### src/rtl/bundle_sequencer.sv
// bundle_sequencer: walks a hypervector in K-lane chunks and sums N stored vectors per chunk.
// The sums go through external add kernels, and each bundled chunk is streamed to a ready/valid sink.
// Optional kernel-wait watchdog: define BUNDLE_SEQ_WATCHDOG_EN.
module bundle_sequencer #(
  parameter int ELEMENT_WIDTH          = 64,
  parameter int HYPERVECTOR_DIMENSIONS = 100,
  parameter int NUM_PARALLEL_KERNELS   = 1,
  parameter int MAX_VECTORS            = 16,
  parameter int TIMEOUT_CYCLES         = 255,
  localparam int EW = ELEMENT_WIDTH,
  localparam int K  = NUM_PARALLEL_KERNELS,
  localparam int D  = HYPERVECTOR_DIMENSIONS,
  localparam int C  = (D + K - 1) / K,
  localparam int NW = $clog2(MAX_VECTORS + 1),
  localparam int CW = (C > 1) ? $clog2(C) : 1
) (
  input  logic            clk,
  input  logic            reset,
  input  logic            start,
  input  logic [NW-1:0]   num_vectors,
  output logic            busy,
  output logic            done,
  output logic            error,
  output logic            ovf_flag,
  output logic            rd_req,
  output logic [NW-1:0]   rd_vec,
  output logic [CW-1:0]   rd_chunk,
  input  logic [K*EW-1:0] rd_data,
  output logic            k_valid,
  output logic            k_bundle_loop,
  output logic [K*EW-1:0] k_elem_A,
  output logic [K*EW-1:0] k_elem_B,
  input  logic [K*EW-1:0] k_elem_out,
  input  logic [K-1:0]    k_overflow,
  input  logic            k_done,
  output logic            wr_valid,
  input  logic            wr_ready,
  output logic [CW-1:0]   wr_chunk,
  output logic [K*EW-1:0] wr_data,
  output logic [K-1:0]    wr_mask
);

  typedef enum logic [3:0] {IDLE, FETCH0, WAIT0, FETCHV, WAITV, ADD, WAITK, WRITE, FIN} state_t;

  state_t          state_q, state_d;
  logic [NW-1:0]   n_q;
  logic [NW-1:0]   v_q;
  logic [CW-1:0]   chunk_q;
  logic [K*EW-1:0] acc_q;
  logic [K*EW-1:0] b_q;
  logic            ovf_q;
  logic            err_q, err_d;
  // Set when the kernel answered in the ADD cycle itself; WAITK then only spends one cycle.
  logic            early_q;
  logic [K-1:0]    lane_mask;
  logic            last_chunk;

`ifdef BUNDLE_SEQ_WATCHDOG_EN
  localparam int WDW = ($clog2(TIMEOUT_CYCLES + 1) > 8) ? $clog2(TIMEOUT_CYCLES + 1) : 8;
  logic [WDW-1:0] wd_q;
`else
  // The timeout only has meaning when the watchdog is built in.
  logic unused_timeout;
  assign unused_timeout = (TIMEOUT_CYCLES != 0);
`endif

  assign last_chunk = (chunk_q == CW'(C - 1));
  assign k_elem_A   = acc_q;
  assign k_elem_B   = b_q;
  assign ovf_flag   = ovf_q;

  // State register.
  always_ff @(posedge clk) begin
    if (reset) state_q <= IDLE;
    else       state_q <= state_d;
  end

  // Next-state logic; err_d marks a transition into FIN that must report an abort.
  always_comb begin
    state_d = state_q;
    err_d   = 1'b0;
    case (state_q)
      IDLE: if (start) begin
        if (num_vectors == '0 || num_vectors > NW'(MAX_VECTORS)) begin
          state_d = FIN;
          err_d   = 1'b1;
        end else begin
          state_d = FETCH0;
        end
      end
      FETCH0: state_d = WAIT0;
      WAIT0:  state_d = (n_q == NW'(1)) ? WRITE : FETCHV;
      FETCHV: state_d = WAITV;
      WAITV:  state_d = ADD;
      ADD:    state_d = WAITK;
      WAITK: begin
        if (early_q) begin
          state_d = (v_q == n_q) ? WRITE : FETCHV;
        end else if (k_done) begin
          state_d = (v_q == n_q - NW'(1)) ? WRITE : FETCHV;
        end
`ifdef BUNDLE_SEQ_WATCHDOG_EN
        else if (wd_q == WDW'(TIMEOUT_CYCLES - 1)) begin
          state_d = FIN;
          err_d   = 1'b1;
        end
`endif
      end
      WRITE:  if (wr_ready) state_d = last_chunk ? FIN : FETCH0;
      FIN:    state_d = IDLE;
      default: state_d = IDLE;
    endcase
  end

  // Datapath: N/chunk/vector counters, accumulator, fetched operand and sticky overflow.
  always_ff @(posedge clk) begin
    if (reset) begin
      n_q     <= '0;
      v_q     <= '0;
      chunk_q <= '0;
      acc_q   <= '0;
      b_q     <= '0;
      ovf_q   <= 1'b0;
      err_q   <= 1'b0;
      early_q <= 1'b0;
`ifdef BUNDLE_SEQ_WATCHDOG_EN
      wd_q    <= '0;
`endif
    end else begin
      err_q <= err_d;
      case (state_q)
        IDLE: if (start) begin
          ovf_q <= 1'b0;
          if (state_d == FETCH0) begin
            n_q     <= num_vectors;
            chunk_q <= '0;
          end
        end
        WAIT0: begin
          acc_q <= rd_data;
          v_q   <= NW'(1);
        end
        WAITV: b_q <= rd_data;
        ADD: begin
          early_q <= k_done;
`ifdef BUNDLE_SEQ_WATCHDOG_EN
          wd_q    <= '0;
`endif
          if (k_done) begin
            acc_q <= k_elem_out;
            ovf_q <= ovf_q | (|k_overflow);
            v_q   <= v_q + NW'(1);
          end
        end
        WAITK: begin
`ifdef BUNDLE_SEQ_WATCHDOG_EN
          wd_q <= wd_q + WDW'(1);
`endif
          if (!early_q && k_done) begin
            acc_q <= k_elem_out;
            ovf_q <= ovf_q | (|k_overflow);
            v_q   <= v_q + NW'(1);
          end
        end
        WRITE: if (wr_ready && !last_chunk) chunk_q <= chunk_q + CW'(1);
        default: ;
      endcase
    end
  end

  // Lanes past the end of the hypervector are invalid on the last chunk only.
  always_comb begin
    lane_mask = '1;
    if (last_chunk) begin
      for (int i = 0; i < K; i++) begin
        if ((C - 1) * K + i >= D) lane_mask[i] = 1'b0;
      end
    end
  end

  // Output decode; every strobe and index is zero outside the state that owns it.
  always_comb begin
    busy          = (state_q != IDLE) && (state_q != FIN);
    done          = 1'b0;
    error         = 1'b0;
    rd_req        = 1'b0;
    rd_vec        = '0;
    rd_chunk      = '0;
    k_valid       = 1'b0;
    k_bundle_loop = 1'b0;
    wr_valid      = 1'b0;
    wr_chunk      = '0;
    wr_mask       = '0;
    wr_data       = '0;
    case (state_q)
      FETCH0: begin
        rd_req   = 1'b1;
        rd_chunk = chunk_q;
      end
      FETCHV: begin
        rd_req   = 1'b1;
        rd_vec   = v_q;
        rd_chunk = chunk_q;
      end
      ADD: begin
        k_valid       = 1'b1;
        k_bundle_loop = (v_q >= NW'(2));
      end
      WRITE: begin
        wr_valid = 1'b1;
        wr_chunk = chunk_q;
        wr_mask  = lane_mask;
        for (int i = 0; i < K; i++) begin
          wr_data[i*EW +: EW] = lane_mask[i] ? acc_q[i*EW +: EW] : '0;
        end
      end
      FIN: begin
        done  = 1'b1;
        error = err_q;
      end
      default: ;
    endcase
  end

endmodule
### config.mk
export PLATFORM = sky130hd
export DESIGN_NAME = bundle_sequencer
export DESIGN_NICKNAME = d
export VERILOG_FILES = /design/src/rtl/bundle_sequencer.sv
export SDC_FILE = /design/constraint.sdc
export NUM_CORES = 1
export LEC_CHECK = 0
export ABC_AREA = 1
export ABC_CLOCK_PERIOD_IN_PS = 2000
export BUFFER_PORTS_ARGS = -buffer_cell sky130_fd_sc_hd__buf_2
export CAP_MARGIN = 20
export CELL_PAD_IN_SITES_DETAIL_PLACEMENT = 1
export CELL_PAD_IN_SITES_GLOBAL_PLACEMENT = 1
export CORE_MARGIN = 5
export CORE_UTILIZATION = 30
export DETAILED_ROUTE_END_ITERATION = 16
export MAX_ROUTING_LAYER = met4
export PLACE_DENSITY = 0.78
export SLEW_MARGIN = 40
export SYNTH_ARGS = -nofsm -noshare
export SYNTH_HDL_FRONTEND = slang
export SYNTH_SLANG_ARGS = --single-unit
### constraint.sdc
create_clock -name clk -period 2 [get_ports clk]
set_input_delay 0.2 -clock clk [delete_from_list [all_inputs] [get_ports clk]]
set_output_delay 0.2 -clock clk [all_outputs]
set_load 0.01 [all_outputs]
== After elaboration in Yosys (flattened, before gate mapping) ==
Cells that the tools add are included.

* Flip-flop bits (word level): 152
* Input bits: 139
* Logic and storage cells: 89

* Add/sub/neg operators: 3
* $lt $le $gt $ge: 2
* Equality and inequality tests: 19
* Muxes and demuxes: 35
* Bitwise gates (word level): 3
* Reduce and logical (&&, ||, !) cells: 18

{| class="wikitable"
|+ Operators by type and width
! kind !! count
|-
| 64-bit two-way mux || 3
|-
| 64-bit case mux with 3 select lines || 1
|-
| 7-bit two-way mux || 5
|-
| 4-bit case mux with 8 select lines || 1
|-
| 4-bit two-way mux || 6
|-
| 4-bit by 3-bit == test with 1-bit output, second input constant || 4
|-
| 5-bit two-way mux || 3
|-
| 5-bit case mux with 3 select lines || 1
|-
| 7-bit case mux with 2 select lines || 1
|-
| 5-bit == test || 2
|-
| 1-bit two-way mux || 10
|-
| 2-bit inequality test, second input constant || 5
|-
| 3-bit two-way mux || 3
|-
| 4-bit by 1-bit == test with 1-bit output, second input constant || 2
|-
| 4-bit by 2-bit == test with 1-bit output, second input constant || 2
|-
| 4-bit AND reduction || 2
|-
| 7-bit by 1-bit adder with 7-bit output, second input constant || 1
|-
| 7-bit == test, second input constant || 1
|-
| 3-bit AND reduction || 2
|-
| 3-bit nonzero test || 2
|-
| 5-bit by 1-bit adder with 5-bit output, second input constant || 1
|-
| 5-bit by 1-bit == test with 1-bit output, second input constant || 1
|-
| 5-bit by 2-bit >= comparator with 1-bit output, second input constant || 1
|-
| 5-bit > comparator, second input constant || 1
|-
| other kinds (15) || 19
|}

== Logic depth before layout (Yosys ltp) ==
* Depth in word-level cells: 10
* Mapped depth: 11
* Gate-level depth less buffers: 11

== Worst setup path after synthesis ==
No wires, ideal clock.

* Path type: reg-to-output
* Start: register state_q[2]
* End: output wr_chunk[0]
* Data arrival time: 1.434 ns
* Required time: 1.800 ns
* Slack: 0.366 ns
* Cell stages (with the launch flop): 9
* Buffers on the path: 2
* Cell sequence: dfxtp_1 inv_2 nor2_4 inv_1 nor2_4 inv_1 clkbuf_1 clkbuf_1 nor2_1

* Cells in the longest elaborated chain, start to end: 2

{| class="wikitable"
|+ Ends and longest elaborated chain
! item !! line !! RTL
|-
| from (decl) || 45 || <nowiki>state_t state_q, state_d;</nowiki>
|-
| from (signal assigned) || 75 || <nowiki>else state_q <= state_d;</nowiki>
|-
| 4-bit by 3-bit == test with 1-bit output || 195 || <nowiki>case (state_q)</nowiki>
|-
| 7-bit two-way mux || 195 ||
|-
| to (decl) || 38 || <nowiki>output logic [CW-1:0] wr_chunk,</nowiki>
|}

Every way passes these cells.

== Worst setup path after layout ==
* Start: register state_q[2]
* End: output wr_data[16]

* Cells in the longest elaborated chain, start to end: 2

{| class="wikitable"
|+ Ends and longest elaborated chain
! item !! line !! RTL
|-
| 4-bit by 3-bit == test with 1-bit output || 195 ||
|-
| 64-bit two-way mux || 195 ||
|-
| to (decl) || 39 || <nowiki>output logic [K*EW-1:0] wr_data,</nowiki>
|}

Every way passes these cells.

==> results.py <==
metrics = {
    "worst_hold_path": {
        "timing.hold.worst_path_depth": 3,
        "hold_crit_endpoint": "k_elem_B[49]",
        "hp-class": "input pin to flop",
        "hold_path_startpoint": "rd_data[49]",
    },
    "floorplanning": {
        "io_pins": 359,
        "die_x_um": 166.1,
        "area_of_the_die_um2": 27590,
        "core_region_area_um2": 24180,
        "die_height_um": 166.1,
        "initial_utilization_pct": 30.23,
        "row_count": 57,
    },
    "sta": {
        "unrepaired_setup_endpoints_after_global_routing": "true",
        "slew_violations": 0,
        "layout_worst_path_cycle_share_pct": 99.66,
        "finalSetupViolCount": 0,
        "slew_headroom_pct": 68.81,
        "hold_viol_final": 0,
        "worst_pin_slew_ps": 467.1,
        "final.hold.worst_slack_ps": 13.62,
        "fin_crit_ps": 1993,
        "finalClockSkew_ps": 17.27,
        "max_clock_freq_mhz": 501.7,
    },
    "drt": {
        "wl_per_cell_um": 17.67,
        "route.antenna.remaining_nets": 0,
        "num_vias": 8678,
        "drc_errors": 0,
        "dr.pass1.iters": 4,
        "dr.first_iter.drc_count": 391,
        "routed_wl_um": 32860,
        "via_per_inst": 4.666,
    },
    "worst_setup_path": {
        "startpoint_of_the_worst_register_to_register_path": "state_q[2]",
        "setup.reg_to_reg.worst_slack_ps": 110,
        "reg2reg_depth": 11,
        "worst_setup_path_end_kind": "primary output",
        "cp_data_arrival_time_ps": 1790,
        "reg2reg_to": "chunk_q[0]",
        "critPathRequiredTime_ps": 1800,
        "crit_path_start_kind": "flop",
        "critical_path.max_fanout": 5,
        "worst-setup-path-type": "flop to primary output",
    },
    "synth": {
        "post_synth_main_area_contributors": "dfxtp_1 42%, nor2_1 19%, nand2_1 13%",
        "synth_top_cell_by_area": "dfxtp_1",
        "synth_xor_xnor_area_share_pct": 0.7189,
        "synth_nets": 1307,
        "synth_top_family_by_area": "simple AND/OR/NAND/NOR gates",
        "post_synthesis_mean_instance_area_um2": 6.285,
        "netlist-cell-type-count": 30,
        "synth_seq_cells": 152,
        "post_synth_simple_gate_area_pct": 35.60,
        "synth_top_flop_cell": "dfxtp_1",
        "yosysTopAreaCellShare_pct": 41.63,
        "synth_compound_gate_area_share_pct": 11.37,
        "post_synth_fa_ha_maj_area_fraction_pct": 0.8559,
        "total_of_warnings_raised_by_yosys": 0,
        "yosys-mux-area-fraction_pct": 0,
        "synth_sequential_area_ratio_pct": 41.63,
        "mappedNetlistArea_um2": 7310,
        "synth_edf_count": 0,
        "synthesis.instances": 1163,
        "async_flop_share_pct": 0,
    },
    "pwr": {
        "vdd_ir_drop_max_mv": 0.4904,
        "total_leakage_power_nw": 5.579,
        "finalPower_w": 0.007981,
        "pwr_density_cell_nw_per_um2": 767.5,
    },
    "global_route": {
        "antenna_found_initial": 6,
        "first_global_vias": 9019,
        "grt_overflow_total": 0,
        "grt.total_usage_pct": 22.87,
        "grt_max_degree": 71,
        "wire_length_of_the_first_global_routing_pass_um": 49720,
    },
    "clock_network": {
        "root_buffer": "clkbuf_16",
        "cts_sinks": 152,
        "clkTransAtPathRegs_ps": 70,
        "insertion_delay_ps": 430,
        "cts_buffers": 17,
        "cts_tree": "done",
        "cts.htree.levels": 4,
        "clockBufferDepth": 2,
    },
    "cells_and_area": {
        "layout.nets": 1661,
        "post_route_cells_drive_above_1_share_pct": 29.87,
        "layout.cells.most_common": "nor2_1",
        "final_cells": 1860,
        "synthToLayoutAreaGrowth_pct": 42.26,
        "post-route-cell-area_um2": 10400,
        "mostFrequentLayoutCells": "358 x nor2_1, 357 x buf_2, 252 x nand2_1, 148 x dfxtp_1, 125 x o21ai_0",
        "layout.core_utilization_pct": 43.01,
    },
    "status": {
        "run_status": "complete, no violations",
    },
    "place": {
        "place.detailed.instances": 1802,
        "gp_congestion": 0.8989,
        "dpl_cell_area_um2": 9492,
        "post-dp-hpwl_um": 23110,
        "place.port_buffers": 358,
    },
    "run": {
        "maxCapViolCount": 0,
    },
}
[through the flow]
step | setup slack, ps | setup TNS [ps]
3_5_place_dp | 132.6 | 0
5_1_grt | -67.05 | -2172
6_report | 6.765 | 0
2_1_floorplan | 366.2 | 0
4_1_cts | 6.525 | 0
3_3_place_gp | 174.1 | 0
[worst max-delay path by stage]
stage | startpoint | end | slack [ps]
3_5_place_dp | state_q[3] | wr_data[36] | 130
3_3_place_gp | state_q[0] | k_elem_B[39] | 170
4_1_cts | state_q[2] | wr_chunk[4] | 7
6_report | state_q[2] | wr_data[16] | 7
2_1_floorplan | state_q[2] | wr_chunk[0] | 370
5_1_grt | state_q[2] | wr_chunk[4] | -70
[worst max-delay path, stage by stage (launching register included)]
cell,delay [ps]
dfxtp_2,360
inv_2,60
nor2_4,120
inv_2,80
nor2_4,190
buf_4,190
inv_4,60
nor2_1,140
buf_2,160
[sequential cells by signal (all words and copies together) (netlist names)]
name / cells
state_q: 4
err_q: 1
v_q: 5
early_q: 1
n_q: 5
ovf_flag: 1
k_elem_A: 64
k_elem_B: 64
chunk_q: 7
[timing repair]
item                                    in CTS  in global routing
resized for setup                            6                 12
pin swaps                                    2                  2
endpoints found under the setup margin      71                 93
gates cloned                                 1                  5
buffers inserted                             4                  5
hold buffers                                 5                  0
endpoints found under the hold margin        5                  0
[cells in the mapped netlist (all sizes together), types with 2 or more instances]
cell	count
inv	109
nor2	367
xor2	6
o21ai	135
ha	5
nand3	30
o22ai	2
dfxtp	152
o211ai	2
a21oi	22
nor3	3
nand2	257
nand4	2
buf	27
clkbuf	39
[layer usage]
layer	global-route usage [%]	up-vias	share of wire, %
li1	-	4282	-
met1	27.01	4087	43
met2	39.33	259	49
met3	4.761	50	4.9
met4	6.815	0	3.0
met5	-	-	0
[where the power goes]
part / total [W] / internal [W] / switching (W)
combinational: 0.00122 / 0.000460 / 0.000764
sequential: 0.00338 / 0.00322 / 0.000160
clock: 0.00337 / 0.00190 / 0.00148
[logic make-up (layout without fill, tap and decap cells)]
family	count (synthesis)	count (layout)
other	0	6
AND/OR/NAND/NOR	662	662
buffers and inverters	175	542
adder cells (fa/ha/maj)	5	5
XOR/XNOR	6	6
flip-flops	152	152
AO/OA/AOI/OAI	163	163
[area by class of cell]
class	instances	area [µm²]
fillers	3283	13780
multi-input cells	836	3568
flip-flops and latches	152	3048
repair buffers	399	2323
clock buffers	17	425.4
inverters	109	417.9
well taps	324	405.4
clock inverters	15	182.7
diodes	6	15.01
repair inverters	2	12.51
Note: power is estimated with default switching activity, not from simulation.
